$ cat config.mk
export PLATFORM = sky130hd
export DESIGN_NAME = rf_alu_seq
export DESIGN_NICKNAME = d
export VERILOG_FILES = /design/src/rtl/rf_alu_seq_pkg.sv /design/src/rtl/rf_alu_seq.sv
export SDC_FILE = /design/constraint.sdc
export NUM_CORES = 1
export LEC_CHECK = 0
export BUFFER_PORTS_ARGS = -buffer_cell sky130_fd_sc_hd__buf_2
export CAP_MARGIN = 10
export CORE_ASPECT_RATIO = 0.6
export CORE_UTILIZATION = 40
export CTS_CLUSTER_DIAMETER = 100
export DETAILED_ROUTE_END_ITERATION = 16
export PLACE_DENSITY = 0.73
export SYNTH_ARGS = -nofsm -noshare
export SYNTH_HDL_FRONTEND = slang
export SYNTH_SLANG_ARGS = --single-unit
$ cat constraint.sdc
create_clock -name Clk -period 2 [get_ports Clk]
set_input_delay 0.1 -clock Clk [delete_from_list [all_inputs] [get_ports Clk]]
set_output_delay 0.1 -clock Clk [all_outputs]
set_load 0.02 [all_outputs]
$ cat src/rtl/rf_alu_seq_pkg.sv
// Shared definitions for the register-file/ALU instruction sequencer:
// FSM state encoding, instruction type codes and flag bit positions.
package rf_alu_seq_pkg;

    typedef enum logic [1:0] {
        IDLE = 2'd0,
        EXEC = 2'd1,
        WB   = 2'd2,
        FIN  = 2'd3
    } state_e;

    localparam logic TYPE_ALU  = 1'b0;
    localparam logic TYPE_LOAD = 1'b1;

    // Flags bus is {ZF,CF,OF,SF,PF}, ZF in the MSB
    localparam int unsigned FLG_ZF = 4;
    localparam int unsigned FLG_CF = 3;
    localparam int unsigned FLG_OF = 2;
    localparam int unsigned FLG_SF = 1;
    localparam int unsigned FLG_PF = 0;

    localparam logic [3:0] OP_MAX_DEF = 4'b0111;

endpackage

$ cat src/rtl/rf_alu_seq.sv
// Multi-cycle sequencer: accepts one instruction over valid/ready and drives
// the register-file/ALU datapath control lines, latching ALU flags after EXEC.
module rf_alu_seq
    import rf_alu_seq_pkg::*;
#(
    parameter int unsigned ADDR   = 4,
    parameter int unsigned SIZE   = 32,
    parameter logic [3:0]  OP_MAX = OP_MAX_DEF
) (
    input  logic            Clk,
    input  logic            Clr,
    input  logic            Instr_Valid,
    output logic            Instr_Ready,
    input  logic            Instr_Type,
    input  logic            Instr_NoWB,
    input  logic [3:0]      Instr_OP,
    input  logic [ADDR-1:0] Instr_Rd,
    input  logic [ADDR-1:0] Instr_Rs,
    input  logic [ADDR-1:0] Instr_Rt,
    input  logic [SIZE-1:0] Instr_Imm,
    output logic            Write_Reg,
    output logic            Write_Select,
    output logic [ADDR-1:0] R_Addr_A,
    output logic [ADDR-1:0] R_Addr_B,
    output logic [ADDR-1:0] W_Addr,
    output logic [3:0]      OP,
    output logic [SIZE-1:0] Input_Data,
    input  logic            ZF,
    input  logic            CF,
    input  logic            OF,
    input  logic            SF,
    input  logic            PF,
    output logic [4:0]      Flags,
    output logic            Done,
    output logic            Err
);

    state_e          state_q, state_d;
    logic            wsel_q, wsel_d;
    logic [ADDR-1:0] ra_q, ra_d;
    logic [ADDR-1:0] rb_q, rb_d;
    logic [ADDR-1:0] wa_q, wa_d;
    logic [3:0]      op_q, op_d;
    logic [SIZE-1:0] data_q, data_d;
    logic [4:0]      flags_q, flags_d;
    logic            nowb_q, nowb_d;
    logic            ill_q, ill_d;

    always_comb begin
        state_d = state_q;
        wsel_d  = wsel_q;
        ra_d    = ra_q;
        rb_d    = rb_q;
        wa_d    = wa_q;
        op_d    = op_q;
        data_d  = data_q;
        flags_d = flags_q;
        nowb_d  = nowb_q;
        ill_d   = ill_q;

        unique case (state_q)
            IDLE: begin
                if (Instr_Valid) begin
                    wa_d = Instr_Rd;
                    if (Instr_Type == TYPE_LOAD) begin
                        data_d  = Instr_Imm;
                        wsel_d  = 1'b1;
                        nowb_d  = 1'b0;
                        ill_d   = 1'b0;
                        state_d = WB;
                    end else begin
                        ra_d    = Instr_Rs;
                        rb_d    = Instr_Rt;
                        op_d    = Instr_OP;
                        wsel_d  = 1'b0;
                        nowb_d  = Instr_NoWB;
                        ill_d   = (Instr_OP > OP_MAX);
                        state_d = EXEC;
                    end
                end
            end
            EXEC: begin
                // Illegal opcodes leave the previous flags untouched and skip writeback
                if (!ill_q) begin
                    flags_d[FLG_ZF] = ZF;
                    flags_d[FLG_CF] = CF;
                    flags_d[FLG_OF] = OF;
                    flags_d[FLG_SF] = SF;
                    flags_d[FLG_PF] = PF;
                end
                state_d = (!ill_q && !nowb_q) ? WB : FIN;
            end
            WB:      state_d = FIN;
            FIN:     state_d = IDLE;
            default: state_d = IDLE;
        endcase
    end

    always_ff @(posedge Clk) begin
        if (Clr) begin
            state_q <= IDLE;
            wsel_q  <= 1'b0;
            ra_q    <= '0;
            rb_q    <= '0;
            wa_q    <= '0;
            op_q    <= '0;
            data_q  <= '0;
            flags_q <= '0;
            nowb_q  <= 1'b0;
            ill_q   <= 1'b0;
        end else begin
            state_q <= state_d;
            wsel_q  <= wsel_d;
            ra_q    <= ra_d;
            rb_q    <= rb_d;
            wa_q    <= wa_d;
            op_q    <= op_d;
            data_q  <= data_d;
            flags_q <= flags_d;
            nowb_q  <= nowb_d;
            ill_q   <= ill_d;
        end
    end

    // Strobes decode straight from the state register, so they are glitch-free
    // and drop to 0 in the cycle after a Clr edge.
    assign Instr_Ready  = (state_q == IDLE);
    assign Write_Reg    = (state_q == WB);
    assign Done         = (state_q == FIN);
    assign Err          = (state_q == FIN) && ill_q;
    assign Write_Select = wsel_q;
    assign R_Addr_A     = ra_q;
    assign R_Addr_B     = rb_q;
    assign W_Addr       = wa_q;
    assign OP           = op_q;
    assign Input_Data   = data_q;
    assign Flags        = flags_q;

endmodule

==> run_results.csv <==
group,metric,value,unit
status,status,"completed",
timing,hold_ws,0.0123,ns
global_route,track_usage,0.192,
synthesis,synth_top_area_frac,0.540,
route,drcViolationCount,0,
setup_path,crit_path_end_kind,"flop",
global_route,grt_max_degree,31,
timing,hold_viol,0,
clock_tree,cts_tree,"built",
power,leakage,0.00155,uW
floorplan,fp.coreArea,0.00510,mm2
route,vias,2057,
timing,clock_skew,0.00432,ns
route,wl,5.39,mm
synthesis,synth_flop_cell,"dfxtp_1",
power,ir_worst_vdd,484,uV
synthesis,syn_area,0.00215,mm2
final_layout,nets,440,
final_layout,diodes,0,
run,drv_cap,0,
route,dr.first_iter.drc_count,55,
setup_path,path_class,"flop to flop",
synthesis,synth_seq_area_share,0.540,
synthesis,synth_edf_count,0,
timing,drv_slew,0,
synthesis,synth.most_common_cell,"nand2_1",
clock_tree,clk_path_buf_depth,2,
timing,min_period,1.67,ns
floorplan,die_w,96.7,um
placement,globalplace.congestion,0.805,
clock_tree,root_buffer,"clkbuf_8",
timing,post-route-period-util,0.834,
route,routedWlPerCell,12.0,um
route,drt_pass1_iterations,5,
setup_path,path_max_fanout,12,
final_layout,n_fill_cell,457,
route,via_per_inst,4.59,
global_route,grt_pass1_wl,8.51,mm
floorplan,start_util,0.421,
synthesis,yosys-top-cells-area,"dfxtp_1 (54%), nand2_1 (13%), a21oi_1 (9.3%), mux2i_1 (7.9%), nor2_1 (3.3%)",
global_route,grt_pass1_vias,1798,
synthesis,yosys_warnings,0,
power,p_per_area,1090,mW/mm2
timing,maxSlewHeadroom,0.622,
min_path,hp-class,"input port to flop",
final_layout,multi_input_area,888,um2
floorplan,die_h,58.8,um
setup_path,startpoint_type,"flop",
setup_path,reg2reg_setup_slack,0.33,ns
clock_tree,path_clk_slew,0.07,ns
setup_path,critPathRequiredTime,2.19,ns
synthesis,async_flop_share,0,
floorplan,fp-row-count,20,
floorplan,io_pins,116,
floorplan,dieArea,0.00568,mm2
timing,finalSetupViolCount,0,
synthesis,ys_ff_latch,58,
synthesis,synth_top_cell_by_area,"dfxtp_1",
final_layout,ff_latch_area,0.00116,mm2
synthesis,syn-instance-count,247,
placement,dp_hpwl,3.74,mm
setup_path,crit_slowest_cell,"nand3b_2",
setup_path,slowest_delay,0.38,ns
global_route,grt-ovfl-total,0,
final_layout,drive_gt1_frac,0.364,
clock_tree,cts_sinks,58,
synthesis,syn-mean-instance-area,8.71,um2
timing,tightest_slew,0.566,ns
synthesis,yosysUniqueCellTypes,20,
clock_tree,htree_num_levels,3,
timing,grt_setup_unrepaired,"false",
placement,io_buffer_count,115,
final_layout,area_growth_syn_to_layout,46.0,%
clock_tree,numCtsBuffers,9,
synthesis,ys_top_cells_by_count,"nand2_1 (73), dfxtp_1 (58), a21oi_1 (40)",
clock_tree,clkLatencyLatePin,0.33,ns
clock_tree,cts_setup_buffers,0,
global_route,antenna_found_initial,0,
setup_path,cp_cell_sequence,"inv_1 > ha_1 > nand3b_2 > mux2i_1 > nor2_1",
timing,setup_tns,0,ns
setup_path,arrival,1.86,ns
synthesis,synth_nets,310,
route,ant_nets,0,
timing,max_freq,599,MHz
cells by family (layout without fill, tap and decap cells):
kind of cell / count (synthesis) / count (layout) / share of synthesized area
mux: 17 / 17 / 0.0791
fa+ha+maj: 5 / 5 / 0.0291
simple gates: 105 / 105 / 0.201
flops: 58 / 58 / 0.540
buf+inv: 19 / 154 / 0.0471
compound gates: 43 / 43 / 0.104
layer usage:
layer / GRT usage / vias up / share of wire
li1: - / 1067 / -
met1: 0.240 / 911 / 0.46
met2: 0.310 / 75 / 0.46
met3: 0.0796 / 4 / 0.077
met4: 0.0576 / 0 / 0.0065
met5: 0 / - / 0
layout by cell type (no fill, tap or decap):
cell / synthesis / final
clkbuf_8: 0 / 9
buf_4: 6 / 5
and2_1: 1 / 1
ha_1: 5 / 5
dlygate4sd3_1: 0 / 15
clkinv_2: 0 / 2
clkinv_4: 0 / 1
nand2_1: 73 / 73
dfxtp_1: 58 / 58
buf_12: 0 / 1
clkinvlp_4: 0 / 2
nand2b_1: 1 / 1
nand3b_2: 1 / 1
nand4b_1: 2 / 2
nand2b_2: 1 / 1
a21oi_1: 40 / 40
buf_2: 6 / 115
nor2b_1: 1 / 1
nor2_1: 19 / 19
a311oi_1: 2 / 2
and3_1: 1 / 1
nand3_1: 5 / 5
bufinv_16: 0 / 2
mux2i_1: 17 / 17
o21ai_0: 1 / 1
inv_1: 2 / 2
area by class of cell:
type | count | area share
multi-input cells | 170 | 0.283
clock buffers | 9 | 0.0394
well taps | 66 | 0.0263
clock inverters | 7 | 0.0299
flip-flops and latches | 58 | 0.370
inverters | 2 | 0.00239
repair buffers | 136 | 0.249
flip-flops by register name, indices dropped and copies added (netlist names), 2 cells and up:
register and cells:
Flags 5, state_q 2, Input_Data 32, R_Addr_B 4, W_Addr 4, OP 4, R_Addr_A 4
power by group:
group | switching, uW | total (uW) | internal (uW) | leakage, uW
logic | 554 | 911 | 357 | 0.000975
clock network | 457 | 1150 | 698 | 0.000105
registers | 72.9 | 1360 | 1290 | 0.000473
worst paths after layout:
| kind | start | to | depth (start not counted) |
|---|---|---|---|
| worst max-delay path | state_q[1] | R_Addr_A[3] | 5 |
| worst min-delay path | Instr_Rt[0] | R_Addr_B[0] | 3 |
| worst max register to register | state_q[1] | R_Addr_A[3] | 5 |
| worst min register to register | OP[3] | OP[3] | 2 |
stage by stage:
| stage | cell area [um2] | util | power, uW | setup slack [ns] | instances |
|---|---|---|---|---|---|
| CTS | 3140 | 0.615 | 3460 | 0.309 | 448 |
| global route | 3140 | 0.615 | 3610 | 0.206 | 448 |
| floorplan | 2150 | - | 2000 | 0.421 | 247 |
| detailed placement | 2770 | 0.543 | 2280 | 0.328 | 417 |
| finish | 3140 | 0.615 | 3430 | 0.332 | 448 |
| global placement | 2770 | 0.543 | 2260 | 0.444 | 417 |
repair_timing:
action	4_1_cts	5_1_grt
resized for setup	0	0
hold endpoints to repair	15	0
hold buffers	15	0
endpoints found under the setup margin	0	0
worst max-delay path: cells and delay by family (launching register included):
family	cells	cell delay [ns]
flip-flops	1	0.35
multiplexers	1	0.30
AND/OR/NAND/NOR	2	0.44
buffers and inverters	1	0.11
adder cells (fa/ha/maj)	1	0.33
Power figures use the tool's default switching activity.
